[src/rtl/apu_pulse_if.sv]
// apu_pulse_if: CPU register-write bus into one pulse channel
interface apu_pulse_if;
    logic       reg_we;
    logic [1:0] reg_addr;
    logic [7:0] reg_data;
    modport master (output reg_we, reg_addr, reg_data);
    modport slave  (input  reg_we, reg_addr, reg_data);
endinterface

[src/rtl/apu_pulse.sv]
// apu_pulse: NES APU pulse channel; envelope generator built only when APU_PULSE_ENVELOPE_EN is defined
module apu_pulse (
    input  logic        clk,
    input  logic        rst,
    input  logic        apu_cycle,
    input  logic        quarterframe,
    input  logic        halfframe,
    apu_pulse_if.slave  bus,
    input  logic        chan_en,
    output logic [10:0] pulse_period,
    output logic        sweep_en,
    output logic [2:0]  sweep_period,
    output logic        sweep_neg,
    output logic [2:0]  sweep_shift,
    output logic        sweep_reload,
    input  logic [10:0] target_period,
    input  logic        update_pulse_period,
    input  logic        mute,
    output logic        length_active,
    output logic [3:0]  out
);
    localparam logic [7:0] LEN [32] = '{
        8'd10, 8'd254, 8'd20, 8'd2,  8'd40, 8'd4,  8'd80, 8'd6,
        8'd160, 8'd8,  8'd60, 8'd10, 8'd14, 8'd12, 8'd26, 8'd14,
        8'd12, 8'd16,  8'd24, 8'd18, 8'd48, 8'd20, 8'd96, 8'd22,
        8'd192, 8'd24, 8'd72, 8'd26, 8'd16, 8'd28, 8'd32, 8'd30
    };
    localparam logic [7:0] DUTY [4] = '{8'h02, 8'h06, 8'h1E, 8'hF9};
    logic [1:0]  r_duty;
    logic        r_halt;
    logic [3:0]  r_vol;
    logic [7:0]  r_sweep;
    logic        r_sweep_reload;
    logic [10:0] r_period;
    logic [10:0] r_timer;
    logic [2:0]  r_step;
    logic [7:0]  r_length;
    logic [3:0]  r_out;
    logic        w_we0, w_we1, w_we2, w_we3;
    logic [3:0]  w_volume;
    assign w_we0 = bus.reg_we && bus.reg_addr == 2'd0;
    assign w_we1 = bus.reg_we && bus.reg_addr == 2'd1;
    assign w_we2 = bus.reg_we && bus.reg_addr == 2'd2;
    assign w_we3 = bus.reg_we && bus.reg_addr == 2'd3;
    always_ff @(posedge clk) begin
        if (rst) begin
            r_duty         <= '0;
            r_halt         <= 1'b0;
            r_vol          <= '0;
            r_sweep        <= '0;
            r_sweep_reload <= 1'b0;
        end else begin
            r_duty         <= w_we0 ? bus.reg_data[7:6] : r_duty;
            r_halt         <= w_we0 ? bus.reg_data[5] : r_halt;
            r_vol          <= w_we0 ? bus.reg_data[3:0] : r_vol;
            r_sweep        <= w_we1 ? bus.reg_data : r_sweep;
            r_sweep_reload <= w_we1;
        end
    end
    // CPU period writes take priority; a colliding sweep update is discarded
    always_ff @(posedge clk) begin
        if (rst)
            r_period <= '0;
        else if (w_we2)
            r_period <= {r_period[10:8], bus.reg_data};
        else if (w_we3)
            r_period <= {bus.reg_data[2:0], r_period[7:0]};
        else if (update_pulse_period)
            r_period <= target_period;
    end
    // sequencer walks 0,7,6,...,1; period changes never reload the timer
    always_ff @(posedge clk) begin
        if (rst) begin
            r_timer <= '0;
            r_step  <= '0;
        end else begin
            if (apu_cycle)
                r_timer <= (r_timer == 11'd0) ? r_period : r_timer - 11'd1;
            if (w_we3)
                r_step <= '0;
            else if (apu_cycle && r_timer == 11'd0)
                r_step <= r_step - 3'd1;
        end
    end
    always_ff @(posedge clk) begin
        if (rst || !chan_en)
            r_length <= '0;
        else if (w_we3)
            r_length <= LEN[bus.reg_data[7:3]];
        else if (halfframe && !r_halt && r_length != 8'd0)
            r_length <= r_length - 8'd1;
    end
`ifdef APU_PULSE_ENVELOPE_EN
    logic       r_const_vol;
    logic       r_start;
    logic [3:0] r_decay;
    logic [3:0] r_div;
    always_ff @(posedge clk) begin
        if (rst) begin
            r_const_vol <= 1'b0;
            r_start     <= 1'b0;
            r_decay     <= '0;
            r_div       <= '0;
        end else begin
            r_const_vol <= w_we0 ? bus.reg_data[4] : r_const_vol;
            if (quarterframe) begin
                if (r_start) begin
                    r_start <= 1'b0;
                    r_decay <= 4'd15;
                    r_div   <= r_vol;
                end else if (r_div == 4'd0) begin
                    r_div <= r_vol;
                    if (r_decay != 4'd0)
                        r_decay <= r_decay - 4'd1;
                    else if (r_halt)
                        r_decay <= 4'd15;
                end else begin
                    r_div <= r_div - 4'd1;
                end
            end
            if (w_we3)
                r_start <= 1'b1;
        end
    end
    assign w_volume = r_const_vol ? r_vol : r_decay;
`else
    logic w_unused;
    assign w_unused = &{1'b0, quarterframe};
    assign w_volume = r_vol;
`endif
    always_ff @(posedge clk) begin
        if (rst)
            r_out <= '0;
        else
            r_out <= (r_length == 8'd0 || mute || !DUTY[r_duty][r_step]) ? 4'd0 : w_volume;
    end
    assign pulse_period  = r_period;
    assign sweep_en      = r_sweep[7];
    assign sweep_period  = r_sweep[6:4];
    assign sweep_neg     = r_sweep[3];
    assign sweep_shift   = r_sweep[2:0];
    assign sweep_reload  = r_sweep_reload;
    assign length_active = r_length != 8'd0;
    assign out           = r_out;
endmodule

[src/flat_wrapper.sv]
// flat-port wrapper written by rule: the top's interface ports become plain ports
module apu_pulse_flat 
  (clk, rst, apu_cycle, quarterframe, halfframe, chan_en, pulse_period, sweep_en, sweep_period, sweep_neg, sweep_shift, sweep_reload, target_period, update_pulse_period, mute, length_active, out, bus_reg_we, bus_reg_addr, bus_reg_data);
  apu_pulse_if bus_i ();
  input  logic clk;
  input  logic rst;
  input  logic apu_cycle;
  input  logic quarterframe;
  input  logic halfframe;
  input  logic chan_en;
  output logic [10:0] pulse_period;
  output logic sweep_en;
  output logic [2:0] sweep_period;
  output logic sweep_neg;
  output logic [2:0] sweep_shift;
  output logic sweep_reload;
  input  logic [10:0] target_period;
  input  logic update_pulse_period;
  input  logic mute;
  output logic length_active;
  output logic [3:0] out;
  input wire logic [$bits(bus_i.reg_we)-1:0] bus_reg_we;
  input wire logic [$bits(bus_i.reg_addr)-1:0] bus_reg_addr;
  input wire logic [$bits(bus_i.reg_data)-1:0] bus_reg_data;
  assign bus_i.reg_we = bus_reg_we;
  assign bus_i.reg_addr = bus_reg_addr;
  assign bus_i.reg_data = bus_reg_data;
  apu_pulse u_core (.clk(clk), .rst(rst), .apu_cycle(apu_cycle), .quarterframe(quarterframe), .halfframe(halfframe), .bus(bus_i), .chan_en(chan_en), .pulse_period(pulse_period), .sweep_en(sweep_en), .sweep_period(sweep_period), .sweep_neg(sweep_neg), .sweep_shift(sweep_shift), .sweep_reload(sweep_reload), .target_period(target_period), .update_pulse_period(update_pulse_period), .mute(mute), .length_active(length_active), .out(out));
endmodule
[config.mk]
export PLATFORM = sky130hd
export DESIGN_NAME = apu_pulse_flat
export DESIGN_NICKNAME = d
export VERILOG_FILES = /design/src/rtl/apu_pulse_if.sv /design/src/rtl/apu_pulse.sv /design/src/flat_wrapper.sv
export SDC_FILE = /design/constraint.sdc
export NUM_CORES = 1
export LEC_CHECK = 0
export CAP_MARGIN = 20
export CORE_MARGIN = 10
export CORE_UTILIZATION = 55
export DETAILED_ROUTE_END_ITERATION = 8
export HOLD_SLACK_MARGIN = 0.02
export PLACE_DENSITY = 0.9
export RECOVER_POWER = 100
export SLEW_MARGIN = 15
export SYNTH_ARGS = -nofsm -noshare
export SYNTH_HDL_FRONTEND = slang
export SYNTH_SLANG_ARGS = --single-unit
[constraint.sdc]
create_clock -name clk -period 5.73 [get_ports clk]
set_clock_uncertainty 0.2 [all_clocks]
set_input_delay 0.8595 -clock clk [delete_from_list [all_inputs] [get_ports clk]]
set_output_delay 0.8595 -clock clk [all_outputs]
set_load 0.005 [all_outputs]
After elaboration in Yosys (flattened, before gate mapping)
Memory sizes are Yosys's and may differ from the RTL's.
Cells that the tools add are included.
- bits in registers: 53
- bits in read-only memories: 256
- input bits: 30
- output and inout port bits: 25
- logic and storage cells: 62
- memories: 1
- memories (name ; words ; width ; read ports ; clocked after Yosys merged registers in ; write ports ; line ; RTL):
    (no name shown) ; 32 ; 8 ; 1 ; 0 ; 0 ; apu_pulse.sv:89 ; r_length <= LEN[bus.reg_data[7:3]];
- add/subtract/negate cells: 3
- $lt $le $gt $ge: 3
- equal/unequal tests: 4
- muxes and demuxes: 13
- bitwise logic cells: 3
- reductions and logical operators: 24
- operators with widths (kind ; number):
    $mux W8 ; 7
    $mux W11 ; 3
    $bmux W8 S2 ; 1
    $logic_not A11 Y1 ; 1
    $sub A11 B1 Y11 const B ; 1
    $logic_not A8 Y1 ; 1
    $reduce_bool A8 Y1 ; 1
    $sub A8 B1 Y8 const B ; 1
    $logic_and A1 B1 Y1 ; 7
    $ge A6 B6 Y1 const B ; 1
    $not A5 Y6 ; 1
    $reduce_bool A2 Y1 ; 3
    $eq A2 B2 Y1 const B ; 2
    $lt A3 B4 Y1 const B ; 1
    $reduce_and A2 Y1 ; 2
    $reduce_or A2 Y1 ; 2
    $bmux W1 S3 ; 1
    $ge A3 B3 Y1 const B ; 1
    $logic_not A1 Y1 ; 3
    $logic_or A1 B1 Y1 ; 3
    $not A2 Y3 ; 1
    $sub A3 B1 Y3 const B ; 1
    $eq A2 B1 Y1 const B ; 1
    $logic_not A2 Y1 ; 1
    other kinds (3) ; 3

Depth between registers and ports, before layout
Gate-level depths: netlist of the first run.
- depth in word-level cells: 9
- depth in mapped cells: 8
- gate-level depth less buffers: 7

Worst setup path after synthesis of the first run
No wires, ideal clock.
- path kind: input-to-reg
- from: in bus_reg_data[3]
- to: reg u_core.r_length[2]
- setup time: 0.137 ns
- arrival time: 1.987 ns
- data required time: 5.393 ns
- setup slack: 3.406 ns
- cell stages on the path: 8
- path buffers: 1
- cells stage by stage: clkbuf_1 inv_1 ha_1 and3b_1 a21oi_1 o21ai_0 a21oi_1 a211oi_1
- word-level cells in the longest chain between the ends: 5
- RTL lines (item ; line ; RTL):
    from (decl) ; flat_wrapper.sv:24 ; input wire logic [$bits(bus_i.reg_data)-1:0] bus_reg_data;
    $not A5 Y6 (implied by the code) ; apu_pulse.sv:89 ;
    $mem_v2 Z32 W8 ; -- ;
    $mux W8 (implied by the code) (2 in series) ; apu_pulse.sv:89 ;
    $mux W8 ; apu_pulse.sv:88 ; else if (w_we3)
    to (signal assigned) ; apu_pulse.sv:89 ;
    to (signal assigned) ; apu_pulse.sv:91 ; r_length <= r_length - 8'd1;
    to (decl) ; apu_pulse.sv:37 ; logic [7:0] r_length;
No other way between the ends. The select of a mux whose other input is x is not followed.
A chain may end at the register's enable or synchronous reset.

Final worst setup path of the first run
- from: in rst
- to: reg u_core.r_out[2] (netlist: u_core.out[2])
- word-level cells in the longest chain between the ends: 1
- RTL lines (item ; line ; RTL):
    from (decl) ; flat_wrapper.sv:6 ; input logic rst;
    $reduce_or A2 Y1 (no line) ; -- ;
    to (signal assigned) ; apu_pulse.sv:135 ; r_out <= (r_length == 8'd0 || mute || !DUTY[r_duty][r_step]) ? 4'd0 : w_volume;
    to (decl) ; apu_pulse.sv:38 ; logic [3:0] r_out;
No other way between the ends.

==> flow_summary_export.csv, run 1 <==
group,metric,value,unit
logic_synthesis,synth_area_per_cell,8.31,um2
hold_path,hold_end,"u_core.out[3]$_SDFF_PP0_",
logic_synthesis,yosys_warnings,0,
global_route,antenna_found_initial,0,
die,dieArea,0.00858,mm2
route,dr.pass1.iters,4,
sta,tightest_slew,2040,ps
die,die_h,92.6,um
logic_synthesis,synth_cells,349,
global_route,gr-usage-all-layers,0.187,
clocking,root_buffer,"clkbuf_8",
die,io_pins,55,
global_route,first_global_vias,2701,
logic_synthesis,synth-edff-count,0,
route,drc,0,
status,status,"complete, but fails checks",
finish,fill_cells,413,
finish,layout-drive-gt1-share,0.0536,
die,core_area,0.00511,mm2
critical_path,reg2reg_to,"u_core.r_step[1]$_SDFFE_PP0P_",
route,viasPerCell,5.97,
logic_synthesis,synth_nets,391,
sta,rsz0062_at_grt,"false",
clocking,clockBufferDepth,2,
power_and_ir_drop,powerDensity,353,mW/mm2
clocking,clk_pin_slew,90,ps
critical_path,worst-path-max-fanout,45,
global_route,grt_max_degree,46,
logic_synthesis,ys_seq_area_frac,0.366,
clocking,cts_resized,0,
sta,slew_viol_final,46,
sta,post-route-min-period,3480,ps
logic_synthesis,synth_flop_cell,"dfxtp_1",
sta,fmax,287,MHz
route,dr_total_vias,2759,
sta,setup_tns,0,ps
critical_path,cp.arrival,3490,ps
power_and_ir_drop,p_leak,1.41,nW
logic_synthesis,synthArstFlopShare,0,
hold_path,hold_depth,1,
logic_synthesis,synth_top_area_cell,"dfxtp_1",
sta,hold_viol,0,
critical_path,cp.required,5740,ps
critical_path,worstReg2RegStart,"u_core.r_timer[2]$_SDFFE_PP0P_",
route,finalWirelength,7980,um
clocking,htree_levels,2,
global_route,grt_pass1_wl,13200,um
logic_synthesis,ys_seq_elements,53,
clocking,cts_hold_buf,0,
finish,nNetsFinal,434,
die,start_util,0.568,
critical_path,start_kind,"input port",
route,ant_nets,0,
place,place_congestion,0.903,
clocking,insertion_delay,310,ps
logic_synthesis,synth_cell_type_count,48,
logic_synthesis,synth_top_area_frac,0.366,
power_and_ir_drop,finalPower,1.25,mW
finish,antenna_cells,0,
hold_path,hp-class,"reg2reg",
clocking,cts_setup_buffers,0,
clocking,clkSinkCount,53,
place,hpwlAfterDp,5860,um
power_and_ir_drop,irDropWorstVdd,168,uV
die,die_x,92.6,um
logic_synthesis,syn_area,0.00290,mm2
sta,slew_headroom,-0.358,
run,cap_viol_max_count,1,
critical_path,reg2reg_slack,2620,ps
critical_path,crit_path_start,"rst",
die,rows,26,
place,io_buffer_count,53,
finish,synthToLayoutAreaGrowth,22.3,%
clocking,cts_tree,"yes",
sta,setup_violations,0,
sta,finalCritPeriodShare,0.608,
route,route.detailed.wl_per_inst,17.3,um
critical_path,path_class,"in2reg",
global_route,overflow,0,
hold_path,hp-start,"u_core.r_vol[3]$_SDFFE_PP0P_",
logic_synthesis,yosys-top-cells-area,"dfxtp_1 (37%), nor2_1 (6.2%), mux2i_1 (5.5%)",
route,drt-initial-drc-count,235,
status,failed_checks,"max-capacitance violations, max-slew violations",
critical_path,end_kind,"flip-flop",
critical_path,reg2reg_depth,5,
clocking,cts_buffers,5,
-- synthesized netlist by cell type, types with 2 or more instances --
library cell and n:
inv_1 11, nand3b_1 7, mux2_2 8, o22ai_1 2
mux2i_1 16, a21oi_1 27, nand2_1 22, dfxtp_1 53
ha_1 12, nor3b_1 6, and2_1 5, buf_1 5
xnor2_1 2, a31oi_1 5, o21ai_0 9, o31ai_1 6
a221oi_1 3, xor2_1 3, nor4_1 9, nor3_1 20
nor4b_1 2, nand3_1 10, nor2b_1 6, o311ai_0 2
a211oi_1 2, nand2b_1 12, or4_4 2, nor2_1 48
clkbuf_1 15
-- stage by stage --
step / util / hold WS, ps / cell area, um2 / std cells / setup slack [ps]
4_1_cts: 0.700 / 266 / 3570 / 462 / 2550
3_3_place_gp: 0.679 / 234 / 3470 / 455 / 2570
2_1_floorplan: - / 229 / 2900 / 349 / 3410
3_5_place_dp: 0.679 / 244 / 3470 / 455 / 2530
5_1_grt: 0.694 / 304 / 3550 / 462 / 2050
6_report: 0.694 / 264 / 3550 / 462 / 2250
-- state kept, by name, summed over array words and instances (netlist names), 2 cells and up --
name,cells
u_core.pulse_period,11
u_core.r_timer,11
u_core.r_length,8
u_core.r_sweep,8
u_core.out,4
u_core.r_vol,4
u_core.r_step,3
u_core.r_duty,2
-- critical path, cell delays in order --
cell	delay, ps
dlygate4sd3_1	520
clkbuf_1	1450
a2111oi_0	200
clkbuf_1	260
and2_1	190
-- per-layer routing --
layer	routed length [um]	up-vias	share of wire	global-route usage
li1	-	1332	-	-
met1	3340	1313	0.42	0.216
met2	3900	94	0.49	0.311
met3	547	20	0.069	0.0597
met4	190	0	0.024	0.0797
met5	0	-	0	0
-- layout by cell type, fill, tap and decap left out, types with 8 or more instances in the layout --
cell type	count
a21oi_1	27
clkdlybuf4s50_1	26
dfxtp_1	53
dlygate4sd3_1	27
ha_1	12
inv_1	11
mux2_2	8
mux2i_1	16
nand2_1	22
nand2b_1	12
nand3_1	10
nor2_1	49
nor3_1	21
nor4_1	9
o21ai_0	9
-- where the power goes --
group	internal (mW)	switching (mW)
Clock	0.130	0.129
Sequential	0.422	0.0572
Combinational	0.236	0.278
-- how the worst max path moves through the flow --
| stage | to | slack (ps) | cells after the start |
|---|---|---|---|
| global route | u_core.out[1]$_SDFF_PP0_ | 2050 | 5 |
| CTS | length_active | 2550 | 5 |
| floorplan | u_core.r_length[2]$_SDFFE_PP0P_ | 3410 | 8 |
| finish | u_core.out[2]$_SDFF_PP0_ | 2250 | 5 |
| global placement | u_core.r_length[6]$_SDFFE_PP0P_ | 2570 | 6 |
| detailed placement | u_core.r_length[6]$_SDFFE_PP0P_ | 2530 | 6 |
-- layout make-up --
class                           count  area (um2)  area share
Inverter                           11        41.3      0.0116
Sequential cell                    53        1060       0.299
Timing Repair Buffer               56         546       0.154
Multi-Input combinational cell    265        1700       0.480
Clock inverter                      2        38.8      0.0109
Tap cell                           70        87.6      0.0247
Clock buffer                        5        68.8      0.0194
-- cells by family after synthesis --
kind of cell,count (synthesis),share of synthesized area
AND/OR/NAND/NOR,159,0.289
AO/OA/AOI/OAI,64,0.144
flip-flops,53,0.366
buffers and inverters,31,0.0401
multiplexers,25,0.0940
adder cells (fa/ha/maj),12,0.0518
XOR/XNOR,5,0.0151
Power figures use the tool's default switching activity.
==> inputs of run 2 (changes only) <==
- CORE_UTILIZATION: 55 -> 52
- PLACE_DENSITY: 0.9 -> 0.86
- clock period: 5.73 -> 3.5 ns (I/O delays scaled with it)
==> flow_summary_export.csv, run 2 (synthesized netlist as in run 1, its figures left out) <==
group,metric,value,unit
finish,antenna_cells,0,
sta,hold_viol,0,
clocking,root_buffer,"clkbuf_8",
place,placed_cells,459,
global_route,grt_max_degree,43,
route,ant_nets,0,
critical_path,cp_slowest_stage_delay,960,ps
clocking,cts_hold_buf,0,
power_and_ir_drop,seq_power_share,0.375,
clocking,htree_levels,2,
die,start_util,0.530,
global_route,antenna_found_initial,0,
die,dieArea,0.00896,mm2
finish,area.sequential,0.00106,mm2
route,dr_total_vias,2725,
die,die_x,94.7,um
power_and_ir_drop,combPwrFrac,0.408,
critical_path,cp.required,3530,ps
global_route,first_global_vias,2686,
clocking,clockBufferDepth,2,
critical_path,end_kind,"flip-flop",
sta,setup_violations,0,
place,place_congestion,0.907,
critical_path,worst-path-max-fanout,10,
sta,fmax,337,MHz
sta,slew_headroom,0.186,
sta,tightest_slew,1210,ps
power_and_ir_drop,power.switching,0.757,mW
hold_path,hp-class,"reg2reg",
die,core_area,0.00547,mm2
power_and_ir_drop,powerDensity,581,mW/mm2
power_and_ir_drop,clkPwrFrac,0.216,
clocking,cts_buffers,5,
place,hpwlAfterDp,5620,um
clocking,clk_pin_slew,100,ps
sta,slew_viol_final,0,
power_and_ir_drop,swShare,0.365,
run,cap_viol_max_count,0,
route,viasPerCell,5.84,
route,dr.pass1.iters,4,
status,status,"finished clean",
critical_path,path_class,"reg2reg",
clocking,cts_resized,0,
finish,layout_commonest_cell,"dfxtp_1",
clocking,cts_tree,"yes",
finish,layout_common_cells,"dfxtp_1 (53), nor2_1 (49), a21oi_1 (27), dlygate4sd3_1 (27), clkdlybuf4s50_1 (26)",
finish,layout-drive-gt1-share,0.0582,
critical_path,start_kind,"flip-flop",
sta,setup_tns,0,ps
die,die_h,94.7,um
power_and_ir_drop,irDropWorstVdd,287,uV
place,io_buffer_count,53,
global_route,overflow,0,
sta,post-route-min-period,2970,ps
sta,rsz0062_at_grt,"false",
die,rows,27,
global_route,gr-usage-all-layers,0.177,
power_and_ir_drop,cell_internal_pwr,1.32,mW
route,drc,0,
finish,final_core_util,0.653,
power_and_ir_drop,p_leak,1.43,nW
sta,finalCritPeriodShare,0.847,
route,drt-initial-drc-count,185,
global_route,grt_pass1_wl,12900,um
critical_path,slowest_stage,"nor3_1",
clocking,insertion_delay,310,ps
die,io_pins,55,
clocking,clkSinkCount,53,
place,dpl_worst_slack,798,ps
finish,synthToLayoutAreaGrowth,23.2,%
finish,multi_input_area,0.00170,mm2
finish,fill_cells,472,
clocking,cts_setup_buffers,0,
power_and_ir_drop,finalPower,2.08,mW
finish,nNetsFinal,436,
route,route.detailed.wl_per_inst,16.7,um
critical_path,cp.arrival,2990,ps
critical_path,path_cells,"or4_1 -> nor3_1 -> and2_4 -> nor2_1 -> a2111oi_4",
route,finalWirelength,7780,um
finish,fin_cells,467,
sta,worst_slack,535,ps
## run 2: power groups by stage
stage          sequential [mW]  clock (mW)  combinational (mW)
2_1_floorplan            0.772           0               0.681
3_5_place_dp             0.792           0               0.879
5_1_grt                  0.793       0.477               0.942
4_1_cts                  0.780       0.455               0.888
6_report                 0.780       0.449               0.848
3_3_place_gp             0.787           0               0.844
## run 2: layer usage
metal / share of wire / wire length [um] / GRT usage / vias up
met5: 0 / 0 / 0 / -
met4: 0.014 / 107 / 0.0561 / 0
met3: 0.073 / 571 / 0.0539 / 13
met2: 0.50 / 3860 / 0.304 / 81
met1: 0.42 / 3240 / 0.204 / 1299
li1: - / - / - / 1332
## run 2: area by class of cell
cell class	count	share of cell area
Inverter	11	0.0116
Multi-Input combinational cell	265	0.476
Sequential cell	53	0.297
Timing Repair Buffer	58	0.156
Tap cell	72	0.0252
Clock inverter	2	0.0116
Clock buffer	6	0.0231
## run 2: through the flow
step           hold slack (ps)  cell area, um2
2_1_floorplan              229            2900
3_3_place_gp               235            3480
3_5_place_dp               240            3480
4_1_cts                    266            3610
5_1_grt                    282            3570
6_report                   265            3570
## run 2: path summary, 6_finish.rpt
kind / to / slack (ps) / cells after the start / startpoint
max: u_core.r_step[1]$_SDFFE_PP0P_ / 530 / 5 / u_core.r_timer[6]$_SDFFE_PP0P_
min: u_core.out[1]$_SDFF_PP0_ / 270 / 1 / u_core.r_vol[1]$_SDFFE_PP0P_
max reg2reg: u_core.r_step[1]$_SDFFE_PP0P_ / 530 / 5 / u_core.r_timer[6]$_SDFFE_PP0P_
min reg2reg: u_core.out[1]$_SDFF_PP0_ / 270 / 1 / u_core.r_vol[1]$_SDFFE_PP0P_
## run 2: critical path, delay by kind of cell, from the launching register on
family | cells | cell delay, ps
AND/OR/NAND/NOR | 4 | 2000
AO/OA/AOI/OAI | 1 | 300
flip-flops | 1 | 370
